[src/rtl/fc_sweep_ctrl_pkg.sv]
// Shared definitions for the carrier-frequency sweep controller and its carrier generator.
// Latency: n/a (constants, types and pure combinational helpers only).
// Backpressure: n/a.
package fc_sweep_ctrl_pkg;

  // Width of every frequency word (1 Hz units) and of the dwell counter (clk cycles).
  localparam int FC_W = 24;
  localparam int DW_W = 32;

  // Legal carrier range of the sine generator. FC_MIN is also the reset value of fc.
  localparam logic [FC_W-1:0] FC_MIN = 24'd1000;
  localparam logic [FC_W-1:0] FC_MAX = 24'd10_000_000;

  // Mode input encodings. Code 3 behaves as single.
  localparam logic [1:0] MODE_SINGLE = 2'd0;
  localparam logic [1:0] MODE_SAW    = 2'd1;
  localparam logic [1:0] MODE_TRI    = 2'd2;

  typedef enum logic [1:0] {
    K_SINGLE,
    K_SAW,
    K_TRI
  } sweep_kind_t;

  // STEP is folded into the last DWELL cycle, so only two registered states exist.
  typedef enum logic {
    ST_IDLE,
    ST_DWELL
  } sweep_state_t;

  function automatic sweep_kind_t mode_to_kind(input logic [1:0] m);
    case (m)
      MODE_SAW: return K_SAW;
      MODE_TRI: return K_TRI;
      default:  return K_SINGLE;
    endcase
  endfunction

  function automatic logic [FC_W-1:0] fc_clamp(input logic [FC_W-1:0] x);
    if (x < FC_MIN) return FC_MIN;
    if (x > FC_MAX) return FC_MAX;
    return x;
  endfunction

  // One step from cur toward tgt; one extra bit catches both carry and borrow so the
  // result never wraps, and anything at or beyond the target is pinned to the target.
  function automatic logic [FC_W-1:0] fc_step_to(input logic [FC_W-1:0] cur,
                                                 input logic [FC_W-1:0] stp,
                                                 input logic [FC_W-1:0] tgt,
                                                 input logic            up);
    logic [FC_W:0] wide;
    if (up) begin
      wide = {1'b0, cur} + {1'b0, stp};
      return (wide >= {1'b0, tgt}) ? tgt : wide[FC_W-1:0];
    end
    wide = {1'b0, cur} - {1'b0, stp};
    return (wide[FC_W] || (wide <= {1'b0, tgt})) ? tgt : wide[FC_W-1:0];
  endfunction

endpackage

[src/rtl/fc_dwell_timer.sv]
// Dwell timer: holds each sweep frequency for a programmable number of cycles.
// Latency: expire is combinational from the count; asserted on the last cycle of each dwell.
// Backpressure: none; reloads itself on expire while run is high.
// Ports: clk, rst (sync active-low), load/load_val (start a new period, load_val >= 1),
//        run (count while high), expire (last cycle of the current dwell).
module fc_dwell_timer
  import fc_sweep_ctrl_pkg::*;
(
  input  logic            clk,
  input  logic            rst,
  input  logic            load,
  input  logic [DW_W-1:0] load_val,
  input  logic            run,
  output logic            expire
);

  logic [DW_W-1:0] period;
  logic [DW_W-1:0] cnt;

  assign expire = run && (cnt == '0);

  always_ff @(posedge clk) begin
    if (!rst) begin
      period <= DW_W'(1);
      cnt    <= '0;
    end else if (load) begin
      period <= load_val;
      cnt    <= load_val - DW_W'(1);
    end else if (expire) begin
      cnt <= period - DW_W'(1);
    end else if (run) begin
      cnt <= cnt - DW_W'(1);
    end
  end

endmodule

[src/rtl/fc_sweep_ctrl.sv]
// Sweep controller: drives the carrier generator's fc word through single/sawtooth/triangle sweeps.
// Latency: fc=clamp(f_start) and busy one cycle after an accepted start; fc steps on the dwell-expire edge.
// Backpressure: none; start ignored while busy, abort wins over start and stops in one cycle.
// Ports: clk, rst (sync active-low), start, abort, mode, f_start, f_stop, f_step, dwell
//        -> fc (registered frequency word), busy, done (one-cycle pulse at end of a single sweep).
module fc_sweep_ctrl
  import fc_sweep_ctrl_pkg::*;
(
  input  logic            clk,
  input  logic            rst,
  input  logic            start,
  input  logic            abort,
  input  logic [1:0]      mode,
  input  logic [FC_W-1:0] f_start,
  input  logic [FC_W-1:0] f_stop,
  input  logic [FC_W-1:0] f_step,
  input  logic [DW_W-1:0] dwell,
  output logic [FC_W-1:0] fc,
  output logic            busy,
  output logic            done
);

  sweep_state_t    state;
  sweep_kind_t     kind;
  logic [FC_W-1:0] start_q;
  logic [FC_W-1:0] stop_q;
  logic [FC_W-1:0] step_q;
  logic            up_q;     // start->stop direction, fixed for the sweep
  logic            leg_fwd;  // currently heading toward stop_q (triangle flips this)

  logic            accept;
  logic            expire;
  logic [DW_W-1:0] dwell_eff;
  logic [FC_W-1:0] cs;
  logic [FC_W-1:0] ce;
  logic [FC_W-1:0] leg_end;
  logic [FC_W-1:0] rev_end;
  logic            leg_up;
  logic            at_end;
  logic [FC_W-1:0] fwd_next;
  logic [FC_W-1:0] rev_next;

  assign accept    = (state == ST_IDLE) && start && !abort;
  assign dwell_eff = (dwell == '0) ? DW_W'(1) : dwell;
  assign cs        = fc_clamp(f_start);
  assign ce        = fc_clamp(f_stop);

  assign leg_end  = leg_fwd ? stop_q : start_q;
  assign rev_end  = leg_fwd ? start_q : stop_q;
  assign leg_up   = leg_fwd ? up_q : ~up_q;
  // A zero step can never reach the endpoint, so it is treated as already there:
  // single finishes after one dwell, the repeating modes simply hold.
  assign at_end   = (fc == leg_end) || (step_q == '0);
  assign fwd_next = fc_step_to(fc, step_q, leg_end, leg_up);
  // Triangle turnaround: the first value after the endpoint is already one step back.
  assign rev_next = fc_step_to(fc, step_q, rev_end, ~leg_up);

  fc_dwell_timer u_dwell (
    .clk      (clk),
    .rst      (rst),
    .load     (accept),
    .load_val (dwell_eff),
    .run      (state == ST_DWELL),
    .expire   (expire)
  );

  always_ff @(posedge clk) begin
    if (!rst) begin
      state   <= ST_IDLE;
      kind    <= K_SINGLE;
      fc      <= FC_MIN;
      busy    <= 1'b0;
      done    <= 1'b0;
      start_q <= FC_MIN;
      stop_q  <= FC_MIN;
      step_q  <= '0;
      up_q    <= 1'b1;
      leg_fwd <= 1'b1;
    end else begin
      done <= 1'b0;
      case (state)
        ST_IDLE: begin
          if (accept) begin
            kind    <= mode_to_kind(mode);
            start_q <= cs;
            stop_q  <= ce;
            step_q  <= f_step;
            up_q    <= (ce >= cs);
            leg_fwd <= 1'b1;
            fc      <= cs;
            busy    <= 1'b1;
            state   <= ST_DWELL;
          end
        end
        ST_DWELL: begin
          if (abort) begin
            busy  <= 1'b0;
            state <= ST_IDLE;
          end else if (expire) begin
            if (!at_end) begin
              fc <= fwd_next;
            end else begin
              case (kind)
                K_SAW: fc <= start_q;
                K_TRI: begin
                  fc      <= rev_next;
                  leg_fwd <= ~leg_fwd;
                end
                default: begin
                  busy  <= 1'b0;
                  done  <= 1'b1;
                  state <= ST_IDLE;
                end
              endcase
            end
          end
        end
        default: state <= ST_IDLE;
      endcase
    end
  end

endmodule
[config.mk]
export PLATFORM = sky130hd
export DESIGN_NAME = fc_sweep_ctrl
export DESIGN_NICKNAME = d
export VERILOG_FILES = /design/src/rtl/fc_sweep_ctrl_pkg.sv /design/src/rtl/fc_dwell_timer.sv /design/src/rtl/fc_sweep_ctrl.sv
export SDC_FILE = /design/constraint.sdc
export NUM_CORES = 1
export LEC_CHECK = 0
export CORE_MARGIN = 2
export CORE_UTILIZATION = 50
export CTS_BUF_LIST = sky130_fd_sc_hd__clkbuf_8
export DETAILED_ROUTE_END_ITERATION = 10
export PLACE_DENSITY_LB_ADDON = 0.05
export SYNTH_ARGS = -nofsm -noshare
export SYNTH_HDL_FRONTEND = slang
export SYNTH_SLANG_ARGS = --single-unit
[constraint.sdc]
create_clock -name clk -period 7 [get_ports clk]
set_clock_uncertainty 0.1 [all_clocks]
set_input_delay 0.7 -clock clk [delete_from_list [all_inputs] [get_ports clk]]
set_output_delay 0.7 -clock clk [all_outputs]
set_load 0.02 [all_outputs]
# Yosys cells after proc, flatten, opt, wreduce, memory -nomap -nowiden
# Index checks and enable logic that the tools add are counted.
# word_totals
regBits,167
inputBits,110
output_inout_bits,26
elab_cells,117
# classes
add_sub_neg,5
order_cmp,9
n_eq_ne,14
mux,54
bitwise,6
n_reduce_logical,17
# op_table
cell,count
24-bit two-way mux,21
32-bit two-way mux,4
24-bit case mux with 2 select lines,2
"32-bit by 1-bit subtractor with 32-bit output, second input constant",3
32-bit zero test,2
25-bit by 24-bit greater-or-equal comparator with 1-bit output,2
25-bit by 24-bit less-or-equal comparator with 1-bit output,2
"24-bit > comparator, second input constant",2
"24-bit by 10-bit < comparator with 1-bit output, second input constant",2
24-bit by 24-bit adder with 25-bit output,1
24-bit by 24-bit subtractor with 25-bit output,1
24-bit == test,1
24-bit greater-or-equal comparator,1
24-bit zero test,1
1-bit two-way mux,23
4-bit AND reduction,2
"2-bit by 1-bit != test with 1-bit output, second input constant",3
"3-bit by 2-bit != test with 1-bit output, second input constant",2
1-bit inverter,6
1-bit case mux with 2 select lines,3
5-bit AND reduction,1
5-bit OR reduction,1
"2-bit by 1-bit == test with 1-bit output, second input constant",2
"2-bit == test, second input constant",2
other kinds (10),15

# Logic depth before layout (Yosys ltp)
# logic_depth
ltp_word,10
depth_mapped,24
depth_no_buf,23

# Cells and area by module
# Synthesis repeated with hierarchy kept, for this count alone.
# hier_totals
hier_cells,2077
area_unflattened_um2,15513.6
# by_module_without_submodules
mod,instances,cells_each,area_per_inst_um2,seq_area_each_um2
fc_sweep_ctrl,1,1580,11845.1,2062.0
fc_dwell_timer,1,497,3668.5,1281.2

# Worst setup path before layout
# OpenSTA, ideal clock, no wires.
# synth_timing
path_type,flip-flop to flip-flop
from,reg fc[1]
to,reg fc[21]
setup_time_ps,74
arrival_time_ps,4903
t_required_ps,6826
path_slack_ps,1923
path_stages_with_launch,22
n_path_buf,2
period_less_slack_ps,5077
cell_sequence,dfxtp_1 -> ha_1 -> nand2b_1 -> a221oi_1 -> nor3_1 -> o41ai_1 -> o31a_1 -> o211a_1 -> nor3_1 -> or2_2 -> ha_1 -> a21o_1 -> a21oi_1 -> o22ai_1 -> a211oi_1 -> o2111ai_1 -> nor2_1 -> buf_2 -> buf_2 -> o21ai_0 -> a211o_1 -> a31oi_1
# synth_between
elab_chain_cells,10
elab_cells_between_ends,24
classes_between,add/sub: 2; order compare: 4; eq/ne: 2; mux: 12; reduce/logical: 4
# synth_lines
element,line,source
"start, declared",fc_sweep_ctrl.sv:18,"output logic [FC_W-1:0] fc,"
"start signal, assigned",fc_sweep_ctrl.sv:90,fc <= cs;
"start signal, assigned",fc_sweep_ctrl.sv:101,fc <= fwd_next;
"start signal, assigned",fc_sweep_ctrl.sv:104,K_SAW: fc <= start_q;
24-bit by 24-bit subtractor with 25-bit output,fc_sweep_ctrl_pkg.sv:56,"wide = {1'b0, cur} - {1'b0, stp};"
25-bit by 24-bit less-or-equal comparator with 1-bit output,fc_sweep_ctrl_pkg.sv:57,"return (wide[FC_W] || (wide <= {1'b0, tgt})) ? tgt : wide[FC_W-1:0];"
1-bit logical OR,fc_sweep_ctrl_pkg.sv:57,
24-bit two-way mux,fc_sweep_ctrl_pkg.sv:57,
24-bit two-way mux,fc_sweep_ctrl_pkg.sv:56,
24-bit case mux with 2 select lines,fc_sweep_ctrl.sv:103,case (kind)
24-bit two-way mux,fc_sweep_ctrl.sv:100,if (!at_end) begin
24-bit two-way mux,fc_sweep_ctrl.sv:99,end else if (expire) begin
24-bit two-way mux,fc_sweep_ctrl.sv:96,if (abort) begin
24-bit case mux with 2 select lines,fc_sweep_ctrl.sv:81,case (state)
# Several ways; a longest one is shown, not always the timed one. The select of a mux whose other input is x is not followed.
# A chain may end at the register's enable or synchronous reset.

# Worst setup path after layout
# layout_timing
from,reg fc[1]
to,reg fc[20]
# The elaborated chain is that of the path after synthesis.

==> key figures <==
Clock network
  – Clock transition at path regs: ~0.11 ns
  – CTS max path bufs: 2
  – Clk_lat worst skew: around 0.52 ns
  – Postcts setup bufs: 0
  – Cts bufs inserted: 17
  – TritonCTS clock tree: built
  – Htree depth: 4
  – # hold bufs at CTS: 0
  – Post-CTS sizing: 0
  – CTS Sinks: approximately 170
  – CTS root buffer: clkbuf_8

Synth
  – Top FF cell, synth: dfxtp_1
  – Mux contribution to synthesized area: between 3 and 4%
  – Count of flip-flops with a built-in enable after synthesis: 0
  – Synth Area in XOR/XNOR: between 5 and 6%
  – Register area share after synthesis: between 20% and 30%
  – Post-synthesis register bit count: about 170
  – Post-synthesis simple-gate area fraction: a little under a quarter
  – Syn nets: ~2300
  – Post-synth cell types: 84
  – Ys async rst share: 0%
  – Adder-cell share of the synthesized area: around 14%
  – Gate Count Post-Synth: about 2000
  – Largest family of logic cells by synthesized area: compound AO/OA/AOI/OAI gates
  – Synthesized area: 15180 um^2
  – Synth Area in Compound Gates: 26.90%
  – Synth Warn #: 0
  – Mean post-synth cell area: approximately 7.4 um^2

Power
  – Maximum vdd ir drop: approximately 0.15 mV
  – Sequential share of power: 29.7%
  – Leakage: approximately 7.2 nW
  – Int Pwr: slightly below 0.002 W
  – Power Density: 210.9 nW/um^2
  – Gate power share: about half
  – Sw Ratio: a little under half
  – Psw: roughly 0.0017 W
  – Clk pwr share: 21.0%

GRT
  – GRT busiest layer: met1
  – Initial antenna violation count: 0
  – Vias in the first global route: 14810
  – Routing usage on met2: approximately 52%
  – First-pass GRT wire length: slightly below 90 mm
  – Gr usage total: a little over a third
  – M3 GR Usage: 7.673%
  – Overflow after GRT: 0
  – Largest net degree at the start of global routing: 93
  – Met1 usage: a little over half

Setup path
  – Required @ worst endpoint: between 7 and 8 ns
  – Largest fanout on the critical path: 23
  – CP Launch Type: flip-flop
  – Worst Path Arrival: between 6 and 7 ns
  – R2R depth: 21
  – Worst setup EP type: flip-flop
  – Kind of critical path: reg2reg
  – R2R Setup Slk: slightly below 0.8 ns

Placement
  – Port buffer count: 135
  – Dpl ws: 0.9584 ns
  – Placer congestion estimate: between 1 and 1.5
  – DP HPWL: between 40 and 50 mm

Die
  – Die W: 178.2 um
  – Initial Util: approximately half
  – Core Footprint: roughly 30000 um^2
  – Num rows: between 60 and 70
  – IO Pins: between 100 and 150
  – Die H: 178.2 um
  – Die area: roughly 32000 um^2

Hold path
  – Hold depth: 2
  – Hold Path Class: reg2reg

Detailed routing
  – Via density: 6.418
  – Drt drc: 0
  – WL/cell: approximately 23 um
  – ANT nets after route: 0
  – DR pass1 iterations: 6
  – Iteration-0 DRC Markers: 1937
  – Vias: around 16000
  – Total Routed Length: 57.74 mm

Final layout
  – Commonest non-fill, non-tap cell in the layout: nand2_1
  – Seq. cell area: about 3300 um^2
  – Layout Area Growth over Synthesis: 13.81%
  – Ant diodes: 0
  – Leading cell types in the layout, fill and taps excluded: nand2_1, a21oi_1, ha_1
  – Filler cell count: 2860
  – Fraction of layout cells with a size suffix above 1: ~4.8%
  – Fin nets: 2410
  – Multi-input gate area: 11020 um^2

STA
  – Fmax: ~160 MHz
  – Final Critical Period: 6.210 ns
  – Final period util: 88.72%
  – Final worst setup slack: about 0.79 ns
  – Number of hold violations in the final report: 0
  – RSZ-0062 raised after global routing: no
  – Final setup viols: 0
  – Headroom to the max-slew limit: between 30% and 40%
  – Final Max Tran Viols: 0
  – Slew @ Worst Pin: just over 1 ns
  – Setup TNS: 0 ns

Outcome
  – Status: completed

Run
  – Maxcap violations: 0
## layout make-up
type                       count  share of cell area (%)
sequential                   167                   19.36
timing repair buffer         170                   9.342
tap                          390                   2.824
inverter                     106                   2.317
clock inverter                14                  0.9270
clock buffer                  18                   1.434
multi-input combinational   1668                   63.80
## Yosys cell counts (all sizes together) (5+ instances only)
cell       n  area [um^2]
a22oi     12        90.09
a21boi    10        75.07
o41ai      5        43.79
and3      11        68.82
a31oi     20        125.1
dfxtp    167         3343
o21bai    13        97.59
o211a      7        70.07
a211oi    44        330.3
o21ai    111        555.5
nand3     57        285.3
o211ai    20        150.1
o221ai    16        140.1
nor3      48        267.8
o32ai      7        61.31
o21a      10        75.07
buf       36        170.2
o31ai     17        127.6
mux2i     50        500.5
inv      104        390.4
a2111oi    7        87.58
or4        5        37.54
nand4     29        181.4
o22ai     17        118.9
a311oi     9        78.83
a211o     18        157.7
and2      25        156.4
a21o      23        172.7
ha       168         2102
nor4      47        294.0
xor2      19        166.4
nand2    276         1036
or2        7        43.80
a21oi    216         1085
clkbuf    73        274.0
nor2b     20        132.6
a221oi     9        85.08
or3       15        93.84
xnor2     73        639.4
nand2b    28        175.2
nor2     142        535.5
## worst paths after layout
path                                        from                             end
setup / recovery              fc[1]$_SDFFE_PN0P_             fc[20]$_SDFFE_PN0P_
hold / removal    u_dwell.period[1]$_SDFFE_PN0P_  u_dwell.period[1]$_SDFFE_PN0P_
setup reg to reg              fc[1]$_SDFFE_PN0P_             fc[20]$_SDFFE_PN0P_
hold reg to reg   u_dwell.period[1]$_SDFFE_PN0P_  u_dwell.period[1]$_SDFFE_PN0P_
## kinds of logic after synthesis
family          Yosys count
flops                   167
compound gates          628
buf+inv                 215
mux                      53
xor+xnor                 92
fa+ha+maj               170
simple gates            725
## state kept, by name, summed over array words and instances (netlist names)
register / count
done: 1
state: 1
leg_fwd: 1
kind: 2
up_q: 1
fc: 24
busy: 1
u_dwell.cnt: 32
stop_q: 24
step_q: 24
u_dwell.period: 32
start_q: 24
## per-layer routing
metal  share of wire, %  routed length (um)
met3                 10                5982
met2                 41               23540
met5                  0                   0
met1                 46               26650
met4                2.7                1560
## stage by stage
stage	cells	cell area [um^2]	hold slack [ns]	util (%)	total power, W
floorplan	2050	15180	0.3363	-	0.002226
global placement	2501	16870	0.3429	56.61	0.002820
detailed placement	2501	16870	0.3469	56.61	0.002830
CTS	2533	17280	0.3607	57.98	0.003592
global route	2533	17280	0.3812	57.98	0.003836
finish	2533	17280	0.3638	57.98	0.003643
## power by group through the flow
| stage | Combinational, W | Clock [W] | Sequential [W] |
|---|---|---|---|
| 6_report | 0.00180 | 0.000766 | 0.00108 |
| 5_1_grt | 0.00194 | 0.000803 | 0.00109 |
| 4_1_cts | 0.00174 | 0.000772 | 0.00108 |
| 3_5_place_dp | 0.00173 | 0 | 0.00110 |
| 3_3_place_gp | 0.00172 | 0 | 0.00110 |
| 2_1_floorplan | 0.00114 | 0 | 0.00109 |
## critical path, stage by stage (launching register included)
cell and delay (ns):
dfxtp_1 0.62, ha_1 0.32, nand2b_1 0.18, a221oi_1 0.41
nor3_1 0.17, o41ai_1 0.68, o31a_1 0.28, nor2_1 0.08
xnor2_1 0.53, inv_1 0.20, ha_1 0.25, a21o_1 0.17
a21oi_1 0.15, o22ai_1 0.09, a211oi_1 0.25, o2111ai_1 0.29
nor2_1 0.24, buf_4 0.36, or2_2 0.26, o221ai_1 0.15
o221ai_1 0.19, o22ai_1 0.09
No activity file was read; power rests on OpenSTA's default activity.
